[src/rtl/imem_loader.sv]
// Instruction-memory loader: assembles little-endian 32-bit words from a byte
// stream and writes them to consecutive imem addresses while stalling the core.
module imem_loader #(
   parameter int unsigned DEPTH  = 32,
   parameter int unsigned ADDR_W = 5
) (
   input  logic              clk,
   input  logic              rst,
   input  logic              start,
   input  logic [ADDR_W:0]   num_words,
   input  logic [7:0]        byte_in,
   input  logic              byte_valid,
   output logic              byte_ready,
   output logic              we,
   output logic [ADDR_W-1:0] waddr,
   output logic [31:0]       wdata,
   output logic              busy,
   output logic              cpu_stall,
   output logic              done,
   output logic              err
);

   typedef enum logic [1:0] {
      IDLE  = 2'd0,
      LOAD  = 2'd1,
      WRITE = 2'd2,
      DONE  = 2'd3
   } state_t;

   localparam logic [ADDR_W:0]   DEPTH_W  = (ADDR_W + 1)'(DEPTH);
   localparam logic [ADDR_W:0]   CNT_ONE  = (ADDR_W + 1)'(1);
   localparam logic [ADDR_W-1:0] ADDR_ONE = ADDR_W'(1);

   state_t            state;
   state_t            state_nx;
   logic [ADDR_W:0]   count;
   logic [ADDR_W:0]   wcnt;
   logic [1:0]        bcnt;
   logic [23:0]       asm_q;

   logic              hs;
   logic              start_ok;
   logic              n_zero;
   logic              n_big;
   logic              last_word;

   assign start_ok  = start && ((state == IDLE) || (state == DONE));
   assign n_zero    = (num_words == '0);
   assign n_big     = (num_words > DEPTH_W);
   assign hs        = byte_valid && byte_ready;
   assign last_word = ((wcnt + CNT_ONE) == count);

   always_ff @(posedge clk) begin
      if (rst) begin
         state <= IDLE;
      end else begin
         state <= state_nx;
      end
   end

   always_comb begin
      state_nx   = state;
      byte_ready = 1'b0;
      we         = 1'b0;
      busy       = 1'b0;
      unique case (state)
         IDLE, DONE: begin
            if (start_ok) begin
               if (n_big) begin
                  state_nx = IDLE;
               end else if (n_zero) begin
                  state_nx = DONE;
               end else begin
                  state_nx = LOAD;
               end
            end
         end
         LOAD: begin
            byte_ready = 1'b1;
            busy       = 1'b1;
            if (hs && (bcnt == 2'd3)) begin
               state_nx = WRITE;
            end
         end
         WRITE: begin
            we       = 1'b1;
            busy     = 1'b1;
            state_nx = last_word ? DONE : LOAD;
         end
         default: state_nx = IDLE;
      endcase
   end

   assign cpu_stall = busy;

   // Bytes 0..2 collect in asm_q so wdata only changes when a full word is ready.
   always_ff @(posedge clk) begin
      if (rst) begin
         count <= '0;
         wcnt  <= '0;
         bcnt  <= '0;
         asm_q <= '0;
         waddr <= '0;
         wdata <= '0;
         done  <= 1'b0;
         err   <= 1'b0;
      end else begin
         unique case (state)
            IDLE, DONE: begin
               if (start_ok) begin
                  bcnt  <= '0;
                  wcnt  <= '0;
                  waddr <= '0;
                  if (n_big) begin
                     err  <= 1'b1;
                     done <= 1'b0;
                  end else if (n_zero) begin
                     err  <= 1'b0;
                     done <= 1'b1;
                  end else begin
                     count <= num_words;
                     err   <= 1'b0;
                     done  <= 1'b0;
                  end
               end
            end
            LOAD: begin
               if (hs) begin
                  bcnt <= bcnt + 2'd1;
                  unique case (bcnt)
                     2'd0: asm_q[7:0]   <= byte_in;
                     2'd1: asm_q[15:8]  <= byte_in;
                     2'd2: asm_q[23:16] <= byte_in;
                     default: wdata     <= {byte_in, asm_q};
                  endcase
               end
            end
            WRITE: begin
               waddr <= waddr + ADDR_ONE;
               wcnt  <= wcnt + CNT_ONE;
               if (last_word) begin
                  done <= 1'b1;
               end
            end
            default: ;
         endcase
      end
   end

endmodule

[config.mk]
export PLATFORM = sky130hd
export DESIGN_NAME = imem_loader
export DESIGN_NICKNAME = d
export VERILOG_FILES = /design/src/rtl/imem_loader.sv
export SDC_FILE = /design/constraint.sdc
export NUM_CORES = 1
export LEC_CHECK = 0
export CAP_MARGIN = 10
export CORE_ASPECT_RATIO = 0.6
export CORE_MARGIN = 2
export CORE_UTILIZATION = 44
export DETAILED_ROUTE_END_ITERATION = 8
export PLACE_DENSITY = 0.69
export SYNTH_ARGS = -nofsm -noshare
export SYNTH_HDL_FRONTEND = slang
export SYNTH_SLANG_ARGS = --single-unit
[constraint.sdc]
create_clock -name clk -period 1.8 [get_ports clk]
set_clock_uncertainty 0.1 [all_clocks]
set_input_delay 0.36 -clock clk [delete_from_list [all_inputs] [get_ports clk]]
set_output_delay 0.36 -clock clk [all_outputs]
set_load 0.02 [all_outputs]
### Word level (Yosys, flattened, before mapping)

Index checks and enable logic that the tools add are counted.

* $add $sub $neg: 3
* multiply operators: 0
* divide/modulo/power cells: 0
* order comparisons: 1
* equality and inequality tests: 11
* shift-type cells: 0
* mux-type cells: 22
* bitwise operators: 3
* reduce and logical (&&, ||, !) cells: 22

Operator list (number)
* 3-bit AND reduction: 6
* 2-bit 2-to-1 mux: 7
* 6-bit case mux with 2 select lines: 1
* 5-bit case mux with 2 select lines: 1
* 2-bit == test (second input constant): 4
* 1-bit 2-to-1 mux: 8
* 2-bit != test (second input constant): 4
* 6-bit by 1-bit adder with 6-bit output (second input constant): 1
* 6-bit == test: 1
* 6-bit greater-than comparator (second input constant): 1
* 6-bit logical NOT: 1
* 6-bit 2-to-1 mux: 1
* 2-bit case mux with 3 select lines: 1
* 2-bit AND reduction: 3
* 5-bit by 1-bit adder with 5-bit output (second input constant): 1
* 5-bit 2-to-1 mux: 1
* 2-bit by 1-bit == test with 1-bit output (second input constant): 2
* 2-bit logical NOT: 2
* 2-bit case mux with 2 select lines: 1
* 4-bit AND reduction: 1
* 2-bit nonzero test: 2
* 2-bit OR reduction: 2
* 1-bit logical AND: 3
* 1-bit inverter: 3
* 4 further kinds: 4

* bits in registers: 79
* latch bits: 0
* bits in writable memories: 0
* bits in read-only memories: 0
* output and inout bits: 43
* memories: 0

### Logic depth before layout (Yosys ltp)

Gate-level depths: netlist of run 1.

* depth after elaboration: 6
* mapped depth: 8
* depth with buffers taken out: 6

### Worst setup path after synthesis of run 1

Ideal clock, no wire load.

* path type: register to register
* from: register state[0]
* to: register wcnt[5]
* library setup time: 0.070 ns
* arrival: 1.514 ns
* slack: 0.115 ns
* stages on the path, launching flop included: 9
* path buffers: 2
* period minus slack after synthesis: 1.685 ns
* path through: dfxtp_1 -> inv_1 -> ha_1 -> buf_2 -> nor2b_1 -> buf_2 -> nor4_1 -> o21ai_1 -> a21oi_1

* cells in the longest elaborated chain, start to end: 5

RTL lines
* start: declaration: RTL line 34 `state_t state;`
* start signal: assignment: RTL line 57 `state <= state_nx;`
* 2-bit == test / 2-bit logical NOT (equally long branches): RTL line 47, 108
* 1-bit logical OR: RTL line 47 `assign start_ok = start && ((state == IDLE) || (state == DONE));`
* 1-bit logical AND: RTL line 47
* 2-bit != test (no line)
* 2-bit AND reduction (no line)
* end signal: assignment: RTL line 140 `wcnt <= wcnt + CNT_ONE;`
* end: declaration: RTL line 37 `logic [ADDR_W:0] wcnt;`

Several ways; a longest one is shown, not always the timed one.
A chain may end at the register's enable or synchronous reset.

### Worst setup path in the final report of run 1

* from: register state[0]
* to: register state[1]

* cells in the longest elaborated chain, start to end: 6

RTL lines
* 2-bit by 1-bit == test with 1-bit output: RTL line 66 `unique case (state)`
* 1-bit 2-to-1 mux: RTL line 66
* 1-bit logical AND: RTL line 50 `assign hs = byte_valid && byte_ready;`
* 1-bit logical AND: RTL line 81 `if (hs && (bcnt == 2'd3)) begin`
* 2-bit != test (no line)
* 2-bit AND reduction (no line)

Several ways; a longest one is shown, not always the timed one.

==> flow_summary.toml, run 1 <==
[layout]
area_growth_pct = 35.4
drive_above_1_share_pct = 12.5
nNetsFinal = 477
antenna_cells = 0

[setup_path]
timing.rr.end = "state[1]"
cpMostUsedCell = "buf_4"
crit_required_ns = 1.96
crit_path_top_delay_cell = "dfxtp_2"
cp-endpoint = "state[1]"
arrival_ns = 1.95
critical_path_class = "reg -> reg"
r2r_slack_ns = 0.008
startpoint = "state[0]"
regToRegStartpoint = "state[0]"
start_kind = "flop"
endpoint_kind = "flop"
slowest_delay_ns = 0.32
cp_cell_sequence = "inv_1, ha_4, buf_4, nor2b_1, buf_4, o21ai_0, o211ai_1, a21oi_1"
path_max_fanout = 10
r2r.worst_path.cells = 8

[detailed_routing]
drtAntennaViolNets = 0
drtIter0Drc = 159
drc = 0
drtPass1Iterations = 5
totalWireLength_mm = 8.07
vias_per_cell = 5.09
wl_per_cell_um = 14.4
via_count = 2848

[global_routing]
antenna_found_initial = 0
track_usage_pct = 20.6
grt_max_degree = 43
first_global_vias = 2594
grt_pass1_wl_mm = 12.9
grt_overflow = 0

[run]
cap_viol_max_count = 0

[status]
status = "finished, final reports clean"

[floorplan]
die_area_um2 = 8270
start_util_pct = 45.6
ios = 61
coreArea_um2 = 7270
die_h_um = 71.2
rows = 24
fp.dieW_um = 116

[clocking]
clkSlewWorstSetupHoldPaths_ns = 0.06
clock-sinks = 79
cts_tree = "done"
cts_buffer_depth = 2
clk_latency_ns = 0.34
hold_buffers = 0
cts_max_level = 3
cts-buffers-inserted = 9
cts-root-buf = "clkbuf_16"

[timing]
fmax_mhz = 558
drv_slew = 0
setup_viol = 0
fin_crit_sh_pct = 99.6
relSlewSlack_pct = 71.8
final.min_clock_period_ns = 1.79
fin_ws_ns = 0.00750
grt_setup_unrepaired = "yes"
hold_violations = 0
tightest_slew_ns = 0.424
hold_ws_ns = 0.300

[yosys]
synthArstFlopShare_pct = 0
ys_warn_count = 0
ys_seq_area_share_pct = 47.7
syn-num-nets = 407
yosysMostFrequentCell = "dfxtp_1"
syn_avg_cell_area_um2 = 8.72
syn-instance-count = 380
netlist_area_um2 = 3310
synth_cell_types = 44
yosys-top-cells-area = "dfxtp_1 48%, nand2_1 8.3%, a21oi_1 7.7%"
synth_top_cell_area_share_pct = 47.7
yosys-top-cells-count = "79 x dfxtp_1, 73 x nand2_1, 51 x a21oi_1, 37 x nor2_1, 24 x mux2i_1"
ys.flop_type = "dfxtp_1"
synth_edf_count = 0
yosys.area.top_type = "dfxtp_1"
synth-seq-cells = 79

[placed_design]
port_buffers = 60
pre_cts_slack_ns = -0.163
routabilityCongestion = 0.856
place_hpwl_mm = 5.70

[hold_path]
holdCritPathClass = "in -> reg"

[power]
p_seq_share_pct = 36.8
pwr_density_cell_nw_per_um2 = 1150
vdd_drop_max_mv = 0.669
switching_power_mw = 1.55
power_leakage_nw = 1.88
switching_share_pct = 29.9
clkPwrFrac_pct = 37.7
pwr-share-comb_pct = 25.6
intPower_mw = 3.63
==> metal layers <==
layer / vias to the layer above / global-route usage (%) / share of wire (%)
li1: 1429 / - / -
met1: 1324 / 30.3 / 50
met2: 81 / 28.7 / 43
met3: 14 / 5.75 / 5.7
met4: 0 / 7.94 / 1.4
met5: - / 0 / 0
==> power by group through the flow <==
stage	logic (mW)	registers, mW	clock network (mW)
6_report	1.32	1.90	1.95
3_3_place_gp	1.25	1.93	0
3_5_place_dp	1.26	1.93	0
5_1_grt	1.43	1.92	2.06
4_1_cts	1.25	1.90	1.99
2_1_floorplan	0.737	1.94	0
==> cell usage in the layout, fill, tap and decap left out, types with 2 or more instances in the layout <==
master,instances
inv_1,6
xnor2_1,6
nand4_1,2
dlygate4sd2_1,3
ha_1,8
nor2_1,36
nand3_2,3
nor2b_1,2
and3_1,2
mux2i_1,24
and2_1,3
bufinv_16,2
clkbuf_2,3
o21ai_0,4
nand2_1,73
o211ai_1,2
o21a_1,2
dfxtp_1,78
nand2b_1,2
nand3_1,11
clkbuf_16,9
nor3_1,4
a22oi_1,2
buf_12,2
buf_4,18
o21ai_1,11
a21oi_1,50
dlymetal6s2s_1,6
nor4_2,2
clkdlybuf4s50_1,46
xor2_1,4
==> area by class of cell <==
cell class / count / area [um^2]
fill: 646 / 2780
multi-input combinational: 273 / 1660
tap: 104 / 130
clock buffer: 11 / 243
inverter: 7 / 26.3
clock inverter: 5 / 81.3
sequential: 79 / 1580
timing repair buffer: 80 / 767
==> registers in the layout (all words and copies together), names as in the netlist <==
signal and flops:
count 6, err 1, waddr 5, wcnt 6, done 1, state 2
bcnt 2, wdata 32, asm_q 24
==> per-stage QoR <==
step | total power, mW | setup TNS (ns) | utilization (%) | cells | cell area, um^2
CTS | 5.14 | -0.172 | 61.1 | 558 | 4440
floorplan | 2.68 | 0 | - | 380 | 3310
global placement | 3.18 | -1.04 | 56.6 | 542 | 4120
global route | 5.41 | -0.0409 | 61.7 | 559 | 4490
detailed placement | 3.20 | -1.97 | 56.6 | 542 | 4120
finish | 5.18 | 0 | 61.7 | 559 | 4490
==> kinds of logic after synthesis <==
group / after synthesis / synth area share [%]
multiplexers: 25 / 7.59
buffers and inverters: 28 / 3.59
adder cells (fa/ha/maj): 9 / 3.40
XOR/XNOR: 11 / 3.36
AND/OR/NAND/NOR: 145 / 19.5
flip-flops: 79 / 47.7
AO/OA/AOI/OAI: 83 / 14.9
==> worst min-delay path by stage <==
stage	start	end	slack (ns)	cells after the start
6_report	rst	err	0.30	2
5_1_grt	rst	err	0.31	2
4_1_cts	rst	err	0.28	2
3_5_place_dp	wdata[19]	wdata[19]	0.35	2
3_3_place_gp	asm_q[21]	wdata[21]	0.34	2
2_1_floorplan	asm_q[0]	wdata[0]	0.33	2
==> repair_timing <==
| action | CTS | global route |
|---|---|---|
| resized for setup | 10 | 20 |
| pin swaps | 0 | 3 |
| endpoints found under the setup margin | 16 | 24 |
| setup buffers | 0 | 1 |
==> worst max-delay path: cells and delay by family, from the launching register on <==
kind	cells	cell delay, ns
AOI/OAI and AO/OA	3	0.54
adders and majority gates	1	0.24
buffers and inverters	3	0.39
DFF	1	0.32
and+or+nand+nor	1	0.12
Note: power is estimated with default switching activity, not from simulation.
==> run 2, diff against run 1 <==
Settings changed: CORE_UTILIZATION 44 to 52, PLACE_DENSITY 0.69 to 0.79.
==> flow_summary.toml, run 2 (same netlist as run 1, synthesis figures left out) <==
[power]
vdd_drop_max_mv = 0.582
power_leakage_nw = 1.96
pwr_density_cell_nw_per_um2 = 1080

[setup_path]
cp_num_buf_inv = 1
cp_top_family = "buffers and inverters"
critical_path_depth = 1
start_kind = "flop"
arrival_ns = 1.30
path_max_fanout = 2
crit_required_ns = 1.34
crit_path_top_delay_cell = "clkdlybuf4s50_1"
r2r.worst_path.cells = 7
endpoint_kind = "primary output"
cp_cell_sequence = "clkdlybuf4s50_1"
slowest_delay_ns = 0.61
critical_path_class = "reg -> out"

[detailed_routing]
drtIter0Drc = 182
totalWireLength_mm = 8.16
drc = 0
via_count = 2931
drtPass1Iterations = 5
drtAntennaViolNets = 0
wl_per_cell_um = 15.1
vias_per_cell = 5.44

[layout]
mostFrequentLayoutCell = "dfxtp_1"
most-common-layout-cells = "77 x dfxtp_1, 73 x nand2_1, 50 x a21oi_1"
stdcell_area_um2 = 4390
largestRegisters = "wdata (32), asm_q (24)"
final_util_pct = 71.4
antenna_cells = 0
regMostFlops = "wdata"
nNetsFinal = 477
area_growth_pct = 32.3
drive_above_1_share_pct = 11.9
largest_reg_flops = 32

[floorplan]
die_h_um = 65.8
fp.dieW_um = 107
rows = 22
coreArea_um2 = 6140
die_area_um2 = 7050
start_util_pct = 54.0
ios = 61

[placed_design]
pre_cts_slack_ns = -0.268
routabilityCongestion = 0.862
place_hpwl_mm = 5.77
post_dp_cell_area_um2 = 4100
port_buffers = 60

[clocking]
clk_latency_ns = 0.34
clkSlewWorstSetupHoldPaths_ns = 0.08
cts_tree = "done"
cts-root-buf = "clkbuf_8"
clock-sinks = 79
post_cts_buffers = 0
cts_max_level = 3
cts-buffers-inserted = 9
hold_buffers = 0
cts_buffer_depth = 2

[hold_path]
min_path_cells = 4
holdCritPathClass = "in -> reg"

[timing]
drv_slew = 0
fin_crit_sh_pct = 97.6
grt_setup_unrepaired = "no"
fin_ws_ns = 0.0436
tightest_slew_ns = 0.483
relSlewSlack_pct = 67.7
setup_tns_ns = 0
final.min_clock_period_ns = 1.76
fmax_mhz = 569
hold_violations = 0
setup_viol = 0
hold_ws_ns = 0.310

[global_routing]
first_global_vias = 2678
grt_pass1_wl_mm = 12.8
grt_max_degree = 55
antenna_found_initial = 0
grt_overflow = 0
track_usage_pct = 23.8

[status]
status = "finished, final reports clean"

[run]
cap_viol_max_count = 0
## run 2: cell count changes in the layout (fill, tap and decap cells not counted), sizes merged
cell	delta
clkinvlp	-1
inv	+1
clkdlybuf4s50	-6
clkbuf	-3
dlygate4sd2	+1
dlymetal6s2s	+6
clkinv	+1
buf	+1
## run 2: cell type report
cell class | instances | area [um^2]
multi-input cells | 273 | 1660
repair buffers | 80 | 786
fillers | 464 | 1750
flip-flops and latches | 79 | 1580
clock buffers | 10 | 138
well taps | 84 | 105
clock inverters | 6 | 91.3
inverters | 7 | 26.3
## run 2: repair_timing
action                     4_1_cts  5_1_grt
pin swaps                        0        0
resized for setup               13       20
setup endpoints to repair       19       32
## run 2: stage by stage
stage / total power, mW / std cells
2_1_floorplan: 2.68 / 380
4_1_cts: 4.66 / 539
3_5_place_dp: 3.23 / 523
5_1_grt: 4.94 / 539
6_report: 4.74 / 539
3_3_place_gp: 3.21 / 523
## run 2: worst register-to-register path, stage by stage, from the launching register on
cell	delay [ns]
dfxtp_1	0.34
inv_1	0.07
ha_4	0.29
buf_4	0.11
nand2_1	0.16
a21o_4	0.27
o21ai_1	0.15
a21oi_1	0.10
## run 2: power breakdown
| part | switching [mW] | internal [mW] |
|---|---|---|
| combinational | 0.788 | 0.572 |
| clock | 0.647 | 0.826 |
| sequential | 0.0672 | 1.84 |
## run 2: routing by layer
metal / share of wire, % / track usage, % / vias to the layer above
li1: - / - / 1430
met4: 0.86 / 6.82 / 0
met5: 0 / 0 / -
met1: 48 / 33.3 / 1387
met2: 44 / 36.4 / 106
met3: 7.3 / 6.11 / 8
## run 2: worst paths after layout
path / startpoint / endpoint / slack, ns
setup reg to reg: state[0] / count[0] / 0.10
setup / recovery: wdata[13] / wdata[13] / 0.04
hold reg to reg: wdata[31] / wdata[31] / 0.36
hold / removal: rst / state[1] / 0.31
==> RTL change, RTL diff (config.mk and constraints of run 1) <==
The parameter `ADDR_W` goes from 5 to 3.
--- a/src/rtl/imem_loader.sv
+++ b/src/rtl/imem_loader.sv
@@ -3,5 +3,5 @@
 module imem_loader #(
    parameter int unsigned DEPTH  = 32,
-   parameter int unsigned ADDR_W = 5
+   parameter int unsigned ADDR_W = 3
 ) (
    input  logic              clk,
Ports: changed (resized num_words and waddr); port bits go from 61 to 57. The function was not compared with the original's and may differ.
==> RTL change against run 1 <==
Sequential cell count decreased by 6; largest power group is now registers; setup slack gained 0.045 ns; hold slack got worse by 0.057 ns; power shrank 23%; wire length is 23% lower; synthesized area fell by 12%; final area fell by 16%; critical endpoint is now wdata[3].
==> RTL change: results (changes against run 1) <==
* Outcome: finished clean
* Inverters excl. clock at 6 (-1)
* Metal2 WL at 2404 um (-30%)
* NonClk Buf Share at 0.1773 (+0.006386)
* Sequential share of power at 0.433 (+0.065)
* Worst relative slew slack at 0.7080 (-0.009579)
* #FFs+latches synth at 73 (-7.6%)
* Critical path's slowest cell: clkdlybuf4s50_1
* DRC marker count from the first detailed-route iteration at 108 (-32%)
* Power Dens Cells at 1055 mW/mm^2 (-8.5%)
* Tot GR Track Use at 0.1890 (-0.01709)
* Synth top area cells: dfxtp_1 50%, mux2i_1 9.6%, nand2_1 8.9%
* Vias in the first global route at 2144 (-17%)
* Layout cells sized above 1 at 0.1028 (-0.02245)
* Multi-input gate area at 0.001320 mm^2 (-20%)
* Post-DP HPWL at 4342 um (-24%)
* CP peak stage delay at 0.61 ns (+0.29 ns)
* Signal buffers at 68 (-15%)
* WL per Instance at 13.18 um (-8.6%)
* Top-area cell type share of the netlist area at 0.5030 (+0.02585)
* Clock Network Area Fraction at 0.05204 (-0.02019)
* DR WL met3 at 270 um (-41%)
* M1 WL at 3497 um (-13%)
* Place WS at -0.05375 ns (+0.1093 ns)
* Global-route wire length before repair at 10410 um (-19%)
* Worst hold endpoint: done$_SDFFE_PP0P_
* DRT Pass-1 Iters at 4 (-1)
* Crit-path max FO at 2 (-8)
* Hold WS at 0.2429 ns (-0.05699 ns)
* Largest net degree at the start of global routing at 45 (+4.7%)
* Final net count at 408 (-14%)
-- RTL change: metrics by stage --
step,instance area (um^2),util
2_1_floorplan,2905,-
3_3_place_gp,3560,0.5697
3_5_place_dp,3560,0.5697
4_1_cts,3741,0.5987
5_1_grt,3775,0.6041
6_report,3775,0.6041
-- RTL change: what timing repair did --
item                       4_1_cts  5_1_grt
setup buffers                    0        0
setup endpoints to repair        6       15
gates resized for setup         12       13
pin swaps                        0        0
-- RTL change: per-layer routing --
| layer | vias up | global-route usage |
|---|---|---|
| li1 | 1186 | - |
| met1 | 1055 | 0.2814 |
| met2 | 44 | 0.2601 |
| met3 | 10 | 0.05773 |
| met4 | 0 | 0.04808 |
| met5 | - | 0 |
-- RTL change: worst max-delay path by stage --
stage                            from                endpoint  slack, ns  cells past startpoint
4_1_cts         wdata[6]$_SDFFE_PP0P_                wdata[6]      0.002                      1
2_1_floorplan   state[0]$_SDFFE_PP0P_       done$_SDFFE_PP0P_       0.23                      6
3_5_place_dp               byte_valid  asm_q[22]$_SDFFE_PP0P_      -0.05                      5
6_report        wdata[3]$_SDFFE_PP0P_                wdata[3]       0.05                      1
3_3_place_gp               byte_valid   asm_q[4]$_SDFFE_PP0P_     -0.008                      5
5_1_grt        wdata[12]$_SDFFE_PP0P_               wdata[12]      0.001                      1
-- RTL change: cells by family (layout without fill, tap and decap cells) --
group | count (synthesis) | in the layout | share of synthesized area
flops | 73 | 73 | 0.5030
compound gates | 56 | 56 | 0.1059
buf+inv | 24 | 90 | 0.04522
simple gates | 128 | 128 | 0.1968
xor+xnor | 6 | 6 | 0.01809
fa+ha+maj | 8 | 8 | 0.03445
mux | 28 | 28 | 0.09647
